$ cat src/rtl/cic_dec_ctrl.sv
// cic_dec_ctrl -- sequencing controller for a multi-stage CIC decimator.
//
// Runs the integrator and comb register banks from the same clock by using
// enables instead of a divided comb clock. It produces the integrator advance,
// the decimation strobe (comb advance) and the comb-output valid. It also
// clears the pipeline on every start and takes run-time ratio/shift
// configuration, which is only applied on decimation boundaries.
//
// Ports
//   clk, reset    : clock; synchronous active-high reset
//   enable        : run request (1 = run, 0 = stop)
//   in_valid      : an ADC sample is present this cycle
//   cfg_valid     : configuration offered
//   cfg_ready     : configuration accepted when high together with cfg_valid
//   cfg_rate      : requested decimation ratio (values below 2 are clamped to 2)
//   cfg_shift     : requested output shift select
//   cfg_err       : one-cycle pulse after a capture whose rate was clamped
//   pipe_clr      : one-cycle clear of the integrator/comb registers
//   int_en        : integrator advance, one cycle after an accepted sample
//   dec_strobe    : comb advance, once per rate_cur accepted samples
//   out_valid     : comb result valid, COMB_LAT cycles after a settled strobe
//   shift_sel     : active output shift
//   rate_cur      : active decimation ratio
//   busy          : controller is not IDLE
//   dbg_state     : current FSM state (IDLE=0, CLEAR=1, RUN=2)
//
// Configuration handshake: a transfer happens on a cycle where cfg_valid and
// cfg_ready are both high. cfg_ready is high exactly when no configuration is
// pending. cfg_valid may be raised or dropped at any time and the data is only
// sampled on the transfer cycle.
module cic_dec_ctrl #(
  parameter int RATE_W   = 8,
  parameter int DEF_RATE = 8,
  parameter int STAGES   = 3,
  parameter int COMB_LAT = 3,
  parameter int SHIFT_W  = 5
) (
  input  logic               clk,
  input  logic               reset,
  input  logic               enable,
  input  logic               in_valid,
  input  logic               cfg_valid,
  output logic               cfg_ready,
  input  logic [RATE_W-1:0]  cfg_rate,
  input  logic [SHIFT_W-1:0] cfg_shift,
  output logic               cfg_err,
  output logic               pipe_clr,
  output logic               int_en,
  output logic               dec_strobe,
  output logic               out_valid,
  output logic [SHIFT_W-1:0] shift_sel,
  output logic [RATE_W-1:0]  rate_cur,
  output logic               busy,
  output logic [1:0]         dbg_state
);

  localparam int SETTLE_W = (STAGES < 1) ? 1 : $clog2(STAGES + 1);

  localparam logic [RATE_W-1:0]   RATE_ONE    = RATE_W'(1);
  localparam logic [RATE_W-1:0]   RATE_TWO    = RATE_W'(2);
  localparam logic [RATE_W-1:0]   RATE_DEF    = RATE_W'(DEF_RATE);
  localparam logic [SETTLE_W-1:0] SETTLE_ONE  = SETTLE_W'(1);
  localparam logic [SETTLE_W-1:0] SETTLE_INIT = SETTLE_W'(STAGES);

  typedef enum logic [1:0] {
    IDLE  = 2'd0,
    CLEAR = 2'd1,
    RUN   = 2'd2
  } state_t;

  state_t r_state;
  state_t w_state_nxt;

  logic [RATE_W-1:0]   r_phase;
  logic [SETTLE_W-1:0] r_settle;
  logic [RATE_W-1:0]   r_rate_cur;
  logic [SHIFT_W-1:0]  r_shift_sel;
  logic                r_pend_valid;
  logic [RATE_W-1:0]   r_pend_rate;
  logic [SHIFT_W-1:0]  r_pend_shift;
  logic                r_cfg_ready;
  logic                r_cfg_err;
  logic                r_pipe_clr;
  logic                r_int_en;
  logic                r_dec_strobe;
  logic                r_busy;
  // Bit 0 is loaded together with dec_strobe; bit COMB_LAT drives out_valid.
  logic [COMB_LAT:0]   r_ov_pipe;

  logic                w_active;
  logic                w_accept;
  logic                w_boundary;
  logic                w_capture;
  logic                w_apply;
  logic                w_flush;
  logic                w_tag;
  logic [RATE_W-1:0]   w_rate_m1;
  logic [RATE_W-1:0]   w_cap_rate;
  logic [RATE_W-1:0]   w_phase_nxt;
  logic [SETTLE_W-1:0] w_settle_nxt;

  // Samples are counted in CLEAR as well as RUN. The phase is zeroed on entry
  // to CLEAR, so the first strobe lands exactly rate_cur cycles after the
  // clear cycle when in_valid is held high.
  assign w_active   = (r_state != IDLE);
  assign w_accept   = w_active && in_valid;
  assign w_rate_m1  = r_rate_cur - RATE_ONE;
  assign w_boundary = (r_state == RUN) && in_valid && (r_phase == w_rate_m1);
  assign w_capture  = cfg_valid && r_cfg_ready;
  assign w_cap_rate = (cfg_rate < RATE_TWO) ? RATE_TWO : cfg_rate;

  always_ff @(posedge clk) begin
    if (reset) begin
      r_state <= IDLE;
    end else begin
      r_state <= w_state_nxt;
    end
  end

  always_comb begin
    w_state_nxt  = r_state;
    w_apply      = 1'b0;
    w_flush      = 1'b0;
    w_tag        = 1'b0;
    w_phase_nxt  = '0;
    w_settle_nxt = r_settle;

    unique case (r_state)
      IDLE: begin
        // A pending configuration lands the cycle after it was captured.
        w_apply = r_pend_valid;
        if (enable) w_state_nxt = CLEAR;
      end
      CLEAR: begin
        w_state_nxt = enable ? RUN : IDLE;
      end
      RUN: begin
        // Stop wins over a boundary; the pending config then waits for IDLE.
        if (!enable) begin
          w_state_nxt = IDLE;
        end else if (w_boundary && r_pend_valid) begin
          w_state_nxt = CLEAR;
          w_apply     = 1'b1;
        end
      end
      default: begin
        w_state_nxt = IDLE;
      end
    endcase

    // Leaving RUN/CLEAR for anything but RUN kills every in-flight comb
    // result, including the one belonging to a strobe issued on this edge.
    w_flush = w_active && (w_state_nxt != RUN);
    w_tag   = w_boundary && (r_settle == '0) && !w_flush;

    if (w_active && (w_state_nxt == RUN)) begin
      if (w_accept) begin
        w_phase_nxt = w_boundary ? '0 : (r_phase + RATE_ONE);
      end else begin
        w_phase_nxt = r_phase;
      end
    end

    if (w_state_nxt == CLEAR) begin
      w_settle_nxt = SETTLE_INIT;
    end else if (w_boundary && (r_settle != '0)) begin
      w_settle_nxt = r_settle - SETTLE_ONE;
    end
  end

  always_ff @(posedge clk) begin
    if (reset) begin
      r_phase      <= '0;
      r_settle     <= '0;
      r_rate_cur   <= RATE_DEF;
      r_shift_sel  <= '0;
      r_pend_valid <= 1'b0;
      r_pend_rate  <= RATE_DEF;
      r_pend_shift <= '0;
      r_cfg_ready  <= 1'b1;
      r_cfg_err    <= 1'b0;
      r_pipe_clr   <= 1'b0;
      r_int_en     <= 1'b0;
      r_dec_strobe <= 1'b0;
      r_busy       <= 1'b0;
      r_ov_pipe    <= '0;
    end else begin
      r_phase      <= w_phase_nxt;
      r_settle     <= w_settle_nxt;
      r_pipe_clr   <= (w_state_nxt == CLEAR);
      r_int_en     <= w_accept;
      r_dec_strobe <= w_boundary;
      r_busy       <= (w_state_nxt != IDLE);
      r_cfg_err    <= w_capture && (cfg_rate < RATE_TWO);
      r_ov_pipe    <= w_flush ? '0 : {r_ov_pipe[COMB_LAT-1:0], w_tag};

      // Capture needs an empty pending slot and apply needs a full one, so
      // the two never happen on the same cycle.
      if (w_capture) begin
        r_pend_valid <= 1'b1;
        r_pend_rate  <= w_cap_rate;
        r_pend_shift <= cfg_shift;
        r_cfg_ready  <= 1'b0;
      end else if (w_apply) begin
        r_pend_valid <= 1'b0;
        r_cfg_ready  <= 1'b1;
        r_rate_cur   <= r_pend_rate;
        r_shift_sel  <= r_pend_shift;
      end
    end
  end

  assign cfg_ready  = r_cfg_ready;
  assign cfg_err    = r_cfg_err;
  assign pipe_clr   = r_pipe_clr;
  assign int_en     = r_int_en;
  assign dec_strobe = r_dec_strobe;
  assign out_valid  = r_ov_pipe[COMB_LAT];
  assign shift_sel  = r_shift_sel;
  assign rate_cur   = r_rate_cur;
  assign busy       = r_busy;
  assign dbg_state  = r_state;

endmodule

$ cat config.mk
export PLATFORM = sky130hd
export DESIGN_NAME = cic_dec_ctrl
export DESIGN_NICKNAME = d
export VERILOG_FILES = /design/src/rtl/cic_dec_ctrl.sv
export SDC_FILE = /design/constraint.sdc
export NUM_CORES = 1
export LEC_CHECK = 0
export CORE_AREA = 2 2 70 72
export DETAILED_ROUTE_END_ITERATION = 12
export DIE_AREA = 0 0 72 74
export PLACE_DENSITY = 0.77
export SLEW_MARGIN = 5
export SYNTH_ARGS = -nofsm -noshare
export SYNTH_HDL_FRONTEND = slang
export SYNTH_SLANG_ARGS = --single-unit
$ cat constraint.sdc
create_clock -name clk -period 2.96 [get_ports clk]
set_input_delay 0.592 -clock clk [delete_from_list [all_inputs] [get_ports clk]]
set_output_delay 0.592 -clock clk [all_outputs]
set_load 0.005 [all_outputs]
## After elaboration in Yosys (flattened, before gate mapping)

Index checks and enable logic that the tools add are counted.

- Add/subtract/negate cells: 3
- Order comparisons: 1
- Equal/unequal tests: 6
- Mux-type cells: 16
- Bitwise logic cells: 2
- Reductions and logical operators: 22

Operators with widths:

| cell | number |
|---|---|
| $mux W8 | 2 |
| $mux W2 | 6 |
| $logic_and A1 B1 Y1 | 11 |
| $reduce_bool A2 Y1 | 5 |
| $add A8 B1 Y8 const B | 1 |
| $eq A8 B8 Y1 | 1 |
| $lt A8 B2 Y1 const B | 1 |
| $sub A8 B1 Y8 const B | 1 |
| $mux W1 | 6 |
| $pmux W2 S3 | 1 |
| $eq A2 B1 Y1 const B | 2 |
| $eq A2 B2 Y1 const B | 2 |
| $logic_not A2 Y1 | 2 |
| $reduce_or A2 Y1 | 2 |
| $ne A2 B2 Y1 const B | 1 |
| $not A1 Y1 | 2 |
| $pmux W1 S2 | 1 |
| $reduce_and A2 Y1 | 1 |
| $sub A2 B1 Y2 const B | 1 |
| $logic_not A1 Y1 | 1 |

- Register bits after elaboration: 49
- Input bits: 18

## Longest topological paths before layout

Gate-level depths: netlist (run 1).

- Depth after elaboration: 11
- Depth in mapped cells: 9
- Mapped depth without buffers: 8

## Least setup slack after synthesis (run 1)

Ideal clock, no wire load.

- Kind: reg-to-reg
- Start point: register r_rate_cur[0], in the netlist rate_cur[0]
- End point: register r_rate_cur[2], in the netlist rate_cur[2]
- Arrival: 2.295 ns
- Required time: 2.822 ns
- Setup slack: 0.527 ns
- Stages on the path, launching flop included: 10
- Buffers on the path: 1
- Period minus slack after synthesis: 2.433 ns
- Cell sequence: dfxtp_1 -> inv_1 -> ha_1 -> or3b_1 -> nor4_1 -> o2111ai_2 -> o41ai_4 -> buf_6 -> a21bo_2 -> a21oi_2

- Word-level cells in the longest chain between the ends: 8

RTL lines:

| item | line | source |
|---|---|---|
| start: declaration | 76 | `logic [RATE_W-1:0] r_rate_cur;` |
| start signal: assignment | 207 | `r_rate_cur <= r_pend_rate;` |
| $sub A8 B1 Y8 | 107 | `assign w_rate_m1 = r_rate_cur - RATE_ONE;` |
| $eq A8 B8 Y1 | 108 | `assign w_boundary = (r_state == RUN) && in_valid && (r_phase == w_rate_m1);` |
| $logic_and A1 B1 Y1 | 108 |  |
| $logic_and A1 B1 Y1 | 141 | `end else if (w_boundary && r_pend_valid) begin` |
| $mux W1 | 141 |  |
| $mux W1 | 139 | `if (!enable) begin` |
| $pmux W1 S2 | 128 | `unique case (r_state)` |
| $reduce_and A2 Y1 (no source line) | - |  |

No other way between the ends.
A chain may end at the register's enable or synchronous reset.

## Final worst setup path (run 1)

- Start point: register r_rate_cur[0], in the netlist rate_cur[0]
- End point: register r_rate_cur[3], in the netlist rate_cur[3]

Same word-level chain as after synthesis.

==> flow_summary.json, run 1 <==
{
  "status": "complete, no violations",
  "ys_seq_area_share_pct": 42.7,
  "cts.repair.resized": 0,
  "worstSetupStartpoint": "rate_cur[0]$_SDFFE_PP0P_",
  "max_stage_delay_ns": 0.39,
  "synthCells": 252,
  "ys_top_cells_by_area": "dfxtp_1, nand2_1, a21bo_2",
  "setup_violations": 0,
  "diodes": 0,
  "slew_violations": 0,
  "drt_wl_total_um": 4430,
  "synth_area_leader_cell": "dfxtp_1",
  "finalCritPeriodShare_pct": 89.4,
  "clk_path_buf_depth": 2,
  "grt_pass1_vias": 1753,
  "drc": 0,
  "h-tree-depth": 2,
  "crit_chain": "inv_1, ha_1, or3b_1, nor4_1, o2111ai_2, o41ai_4, buf_4, and2_1, mux2i_1",
  "worstMarginPinSlew_ns": 0.509,
  "area_delta_synth_final_pct": 22.3,
  "power.total_mw": 1.26,
  "total_leakage_power_nw": 1.02,
  "maxCapViolCount": 0,
  "drtIter0Drc": 117,
  "cp.required_ns": 3.19,
  "yosys.area_share.xor_xnor_pct": 6.87,
  "grt_overflow": 0,
  "syn-num-nets": 273,
  "nNetsFinal": 308,
  "cts.clk_slew.worst_paths_ns": 0.09,
  "finalNonFillerCells": 342,
  "synth_fa_ha_area_share_pct": 1.63,
  "synthTopCellsByCount": "dfxtp_1, nand2_1, nor2_1, a21oi_1",
  "max_slew_margin_pct": 65.6,
  "grt_setup_unrepaired": "no",
  "cts_inserted_buffers": 5,
  "dieArea_mm2": 0.00533,
  "synth.most_common_cell": "dfxtp_1",
  "path_class": "reg2reg",
  "hp-class": "reg2reg",
  "clkPwrFrac_pct": 32.3,
  "critPathBufInv": 2,
  "die_h_um": 74,
  "hp-start": "r_ov_pipe[2]$_SDFF_PP0_",
  "swShare_pct": 24.8,
  "synth_top_family_by_area": "simple AND/OR/NAND/NOR gates",
  "vias": 1804,
  "seqPwrFrac_pct": 55.9,
  "wl_per_cell_um": 13.0,
  "ant_nets": 0,
  "viasPerCell": 5.27,
  "internal_power_mw": 0.945,
  "io_pins": 40,
  "antenna_found_initial": 0,
  "clock-sinks": 49,
  "crit_slowest_cell": "o41ai_4",
  "synth_compound_area_share_pct": 19.8,
  "worstSetupStartpointType": "register",
  "powerDensity_mw_per_mm2": 447,
  "irDropWorstVdd_v": 0.000293,
  "rows": 25,
  "synth_top_flop_cell": "dfxtp_1",
  "maxClockFrequency_mhz": 378,
  "grt_pass1_wl_um": 7740,
  "ys_ff_latch": 49,
  "clock_latency_ns": 0.30,
  "tns_ns": 0,
  "portBuffers": 39,
  "comb_power_share_pct": 11.8,
  "cts.hold.buffers_added": 0,
  "worst_path_dominant_cell_family": "simple AND/OR/NAND/NOR gates",
  "layout-drive-gt1-share_pct": 16.3,
  "syn_area_per_cell_um2": 9.11,
  "regToRegStartpoint": "rate_cur[0]$_SDFFE_PP0P_",
  "grt_max_degree": 38,
  "chipWidth_um": 72,
  "yosysTopAreaCellShare_pct": 42.7,
  "cp-end-kind": "register",
  "core-area_mm2": 0.00460,
  "yosys_warnings": 0,
  "final.min_clock_period_ns": 2.65,
  "crit_arrival_ns": 2.88,
  "power_switching_mw": 0.311,
  "first_pass_iters": 4,
  "cts_setup_buffers": 0,
  "cts-root-buf": "clkbuf_8",
  "synthSimpleGateAreaFrac_pct": 22.8,
  "start_util_pct": 49.9,
  "gr-usage-all-layers_pct": 18.4,
  "synth_edf_count": 0,
  "place_inst": 334,
  "critPathMaxFanout": 13,
  "synth_mux_area_share_pct": 0.926,
  "async_flop_share_pct": 0,
  "mappedNetlistArea_mm2": 0.00230,
  "skew_ns": 0.00592,
  "dp_hpwl_um": 3150,
  "ys_types": 49,
  "cts_tree": "yes",
  "place_congestion": 0.831,
  "hold_viol": 0
}
logic make-up (layout without fill, tap and decap cells):
logic type | after synthesis | after routing
AOI/OAI and AO/OA | 55 | 55
adders and majority gates | 3 | 3
xor gates and xnor gates | 18 | 18
muxes | 2 | 2
buffers and inverters | 27 | 63
DFF | 49 | 49
and+or+nand+nor | 98 | 98
state kept, by name, indices dropped and copies added (netlist names):
name          count
cfg_ready         1
busy              1
r_pend_shift      5
dbg_state         2
shift_sel         5
dec_strobe        1
r_settle          2
r_ov_pipe         4
cfg_err           1
r_pend_rate       8
rate_cur          8
int_en            1
pipe_clr          1
r_phase           8
r_pend_valid      1
power groups by stage:
| stage | Sequential, mW | Combinational [mW] | Clock [mW] |
|---|---|---|---|
| 2_1_floorplan | 0.710 | 0.0968 | 0 |
| 3_3_place_gp | 0.716 | 0.146 | 0 |
| 3_5_place_dp | 0.717 | 0.150 | 0 |
| 4_1_cts | 0.702 | 0.150 | 0.424 |
| 5_1_grt | 0.705 | 0.167 | 0.454 |
| 6_report | 0.702 | 0.149 | 0.406 |
area by class of cell:
type                       count  area, um2
tap                           54       67.6
timing repair buffer          44        428
inverter                      11       41.3
multi-input combinational    176       1190
fill                         399       1790
clock inverter                 2       13.8
clock buffer                   6       82.6
sequential                    49        981
tightest hold or removal path: cells and delay by family, from the launching register on:
kind                   cells  cell delay, ns
flip-flops                 1            0.30
AND/OR/NAND/NOR            1            0.03
buffers and inverters      1            0.04
cell usage in the layout, fill, tap and decap left out, types with 3 or more instances in the layout:
| cell type | count |
|---|---|
| nand3b_1 | 3 |
| nor2_1 | 23 |
| clkbuf_8 | 6 |
| nand3_2 | 8 |
| nand3_1 | 6 |
| a21oi_1 | 17 |
| nand2b_1 | 3 |
| xor2_1 | 8 |
| nor3_1 | 6 |
| a21bo_2 | 10 |
| xnor2_1 | 10 |
| and2_1 | 3 |
| dfxtp_1 | 49 |
| nand2_1 | 30 |
| ha_1 | 3 |
| o21ai_0 | 3 |
| clkdlybuf4s50_1 | 39 |
| a21oi_2 | 8 |
| inv_1 | 11 |
| nor4_1 | 4 |
| buf_4 | 5 |
stage by stage:
stage | hold slack, ns | cell area (um2) | util, % | setup slack, ns
2_1_floorplan | 0.394 | 2300 | - | 0.527
3_3_place_gp | 0.395 | 2710 | 59.0 | 0.390
3_5_place_dp | 0.401 | 2710 | 59.0 | 0.322
4_1_cts | 0.415 | 2810 | 61.1 | 0.298
5_1_grt | 0.437 | 2810 | 61.1 | 0.0641
6_report | 0.413 | 2810 | 61.1 | 0.314
final timing paths:
kind	endpoint	slack, ns	cells after the start
max	rate_cur[3]$_SDFFE_PP1P_	0.31	9
min	r_ov_pipe[3]$_SDFF_PP0_	0.41	2
max reg2reg	rate_cur[3]$_SDFFE_PP1P_	0.31	9
min reg2reg	r_ov_pipe[3]$_SDFF_PP0_	0.41	2
routing by layer:
metal  GRT usage [%]  part of all wire (%)  vias to the layer above
li1                -                     -                      930
met1            23.0                    47                      829
met2            30.6                    48                       38
met3            4.34                   3.8                        7
met4            8.18                   1.4                        0
met5               0                     0                        -
Note: power is estimated with default switching activity, not from simulation.
==> run 2, diff against run 1 <==
--- a/config.mk
+++ b/config.mk
@@ -5,9 +5,11 @@
 export SDC_FILE = /design/constraint.sdc
 export NUM_CORES = 1
 export LEC_CHECK = 0
+export ABC_AREA = 1
 export CORE_AREA = 2 2 70 72
 export DETAILED_ROUTE_END_ITERATION = 12
 export DIE_AREA = 0 0 72 74
+export GPL_ROUTABILITY_DRIVEN = 0
 export PLACE_DENSITY = 0.77
 export SLEW_MARGIN = 5
 export SYNTH_ARGS = -nofsm -noshare
==> flow_summary.json, run 2 <==
{
  "r2r_slack_ns": 0.78,
  "cts.hold.buffers_added": 0,
  "status": "complete, no violations",
  "cts_setup_buffers": 0,
  "synthTopCellsByCount": "nand2_1, nor2_1, dfxtp_1, inv_1, nand3_1",
  "first_pass_iters": 4,
  "critPathMaxFanout": 7,
  "mappedNetlistArea_mm2": 0.00230,
  "async_flop_share_pct": 0,
  "finalCritPeriodShare_pct": 73.6,
  "drc": 0,
  "ys_types": 27,
  "cts_inserted_buffers": 5,
  "dp_hpwl_um": 3330,
  "syn-num-nets": 346,
  "yosysTopAreaCellShare_pct": 42.6,
  "cp.required_ns": 3.16,
  "place_inst": 411,
  "worstMarginPinSlew_ns": 0.538,
  "chipWidth_um": 72,
  "cts-root-buf": "clkbuf_8",
  "portBuffers": 39,
  "final.min_clock_period_ns": 2.18,
  "slew_violations": 0,
  "total_leakage_power_nw": 1.28,
  "grt_max_degree": 25,
  "max_slew_margin_pct": 64.1,
  "die_h_um": 74,
  "hold_viol": 0,
  "synth.most_common_cell": "nand2_1",
  "grt_pass1_vias": 1763,
  "synth_top_flop_cell": "dfxtp_1",
  "clock_latency_ns": 0.30,
  "ys_ff_latch": 49,
  "area_delta_synth_final_pct": 23.7,
  "maxClockFrequency_mhz": 459,
  "skew_ns": 0.00545,
  "crit_arrival_ns": 2.38,
  "layout_commonest_cell": "nand2_1",
  "drt_wl_total_um": 4560,
  "core-area_mm2": 0.00460,
  "yosys_warnings": 0,
  "hp-class": "reg2reg",
  "maxCapViolCount": 0,
  "grt_pass1_wl_um": 7930,
  "powerDensity_mw_per_mm2": 499,
  "ys_seq_area_share_pct": 42.6,
  "cts.repair.resized": 0,
  "clk_path_buf_depth": 2,
  "layout-drive-gt1-share_pct": 11.0,
  "drtIter0Drc": 103,
  "cp-end-kind": "register",
  "ant_nets": 0,
  "syn_area_per_cell_um2": 7.09,
  "cts.clk_slew.worst_paths_ns": 0.09,
  "start_util_pct": 50.1,
  "path_class": "reg2reg",
  "mostFrequentLayoutCells": "nand2_1, nor2_1, dfxtp_1",
  "wl_per_cell_um": 10.9,
  "viasPerCell": 4.72,
  "utilization_pct": 62.0,
  "grt_setup_unrepaired": "no",
  "synth_area_leader_cell": "dfxtp_1",
  "gr-usage-all-layers_pct": 19.0,
  "rows": 25,
  "grt_overflow": 0,
  "nNetsFinal": 385,
  "worstSetupStartpointType": "register",
  "finalNonFillerCells": 419,
  "diodes": 0,
  "synthCells": 325,
  "ys_top_cells_by_area": "dfxtp_1, nand2_1, nor2_1",
  "setup_violations": 0,
  "antenna_found_initial": 0,
  "cts_tree": "yes",
  "clock-sinks": 49,
  "irDropWorstVdd_v": 0.000341,
  "h-tree-depth": 2,
  "synth_edf_count": 0,
  "tns_ns": 0,
  "io_pins": 40,
  "dieArea_mm2": 0.00533,
  "vias": 1978
}
## run 2: metal layers
| metal | vias to the layer above | global-route usage (%) | part of all wire (%) |
|---|---|---|---|
| li1 | 1084 | - | - |
| met1 | 851 | 23.9 | 46 |
| met2 | 37 | 32.4 | 48 |
| met3 | 6 | 4.07 | 4.3 |
| met4 | 0 | 6.92 | 1.6 |
| met5 | - | 0 | 0 |
## run 2: kinds of logic (layout without fill, tap and decap cells)
group	Yosys count	in the layout	synth area share, %
AND/OR/NAND/NOR	188	188	37.7
XOR/XNOR	9	9	3.42
adder cells (fa/ha/maj)	3	3	1.63
buffers and inverters	55	95	9.66
AO/OA/AOI/OAI	21	21	4.99
flip-flops	49	49	42.6
## run 2: cell type report
class	instances	area, um2
clock buffers	6	82.6
clock inverters	2	37.5
fillers	420	1750
inverters	45	169
multi-input cells	221	1100
flip-flops and latches	49	981
well taps	54	67.6
repair buffers	42	413
## run 2: final timing paths
kind	cells past startpoint	from	to
worst max-delay path	16	rate_cur[0]$_SDFFE_PP0P_	r_phase[0]$_SDFFE_PP0P_
worst min-delay path	2	r_ov_pipe[1]$_SDFF_PP0_	r_ov_pipe[2]$_SDFF_PP0_
worst max register to register	16	rate_cur[0]$_SDFFE_PP0P_	r_phase[0]$_SDFFE_PP0P_
worst min register to register	2	r_ov_pipe[1]$_SDFF_PP0_	r_ov_pipe[2]$_SDFF_PP0_
## run 2: worst max-delay path: stages, from the launching register on
cell and delay (ns):
dfxtp_1 0.49, inv_2 0.11, ha_1 0.33, nand2_1 0.07
inv_1 0.03, nor2_1 0.08, nand3_1 0.08, nor2_2 0.10
nand2_1 0.08, nor2_4 0.13, nand2_2 0.13, inv_2 0.08
nand2_2 0.06, nand3_2 0.08, inv_2 0.05, nand2_4 0.11
nor2_1 0.05
## run 2: stage by stage
stage	hold WS (ns)	instance area (um2)	power [mW]	setup WS, ns
finish	0.411	2850	1.42	0.781
global placement	0.395	2730	0.945	0.703
floorplan	0.394	2300	0.867	1.03
global route	0.430	2850	1.50	0.527
CTS	0.414	2850	1.44	0.747
detailed placement	0.401	2730	0.950	0.689
## run 2: power by group
part,switching [mW],leakage (nW),internal [mW]
registers,0.0252,0.401,0.694
clock network,0.213,0.0574,0.275
logic,0.118,0.826,0.0974
total,0.357,1.28,1.07
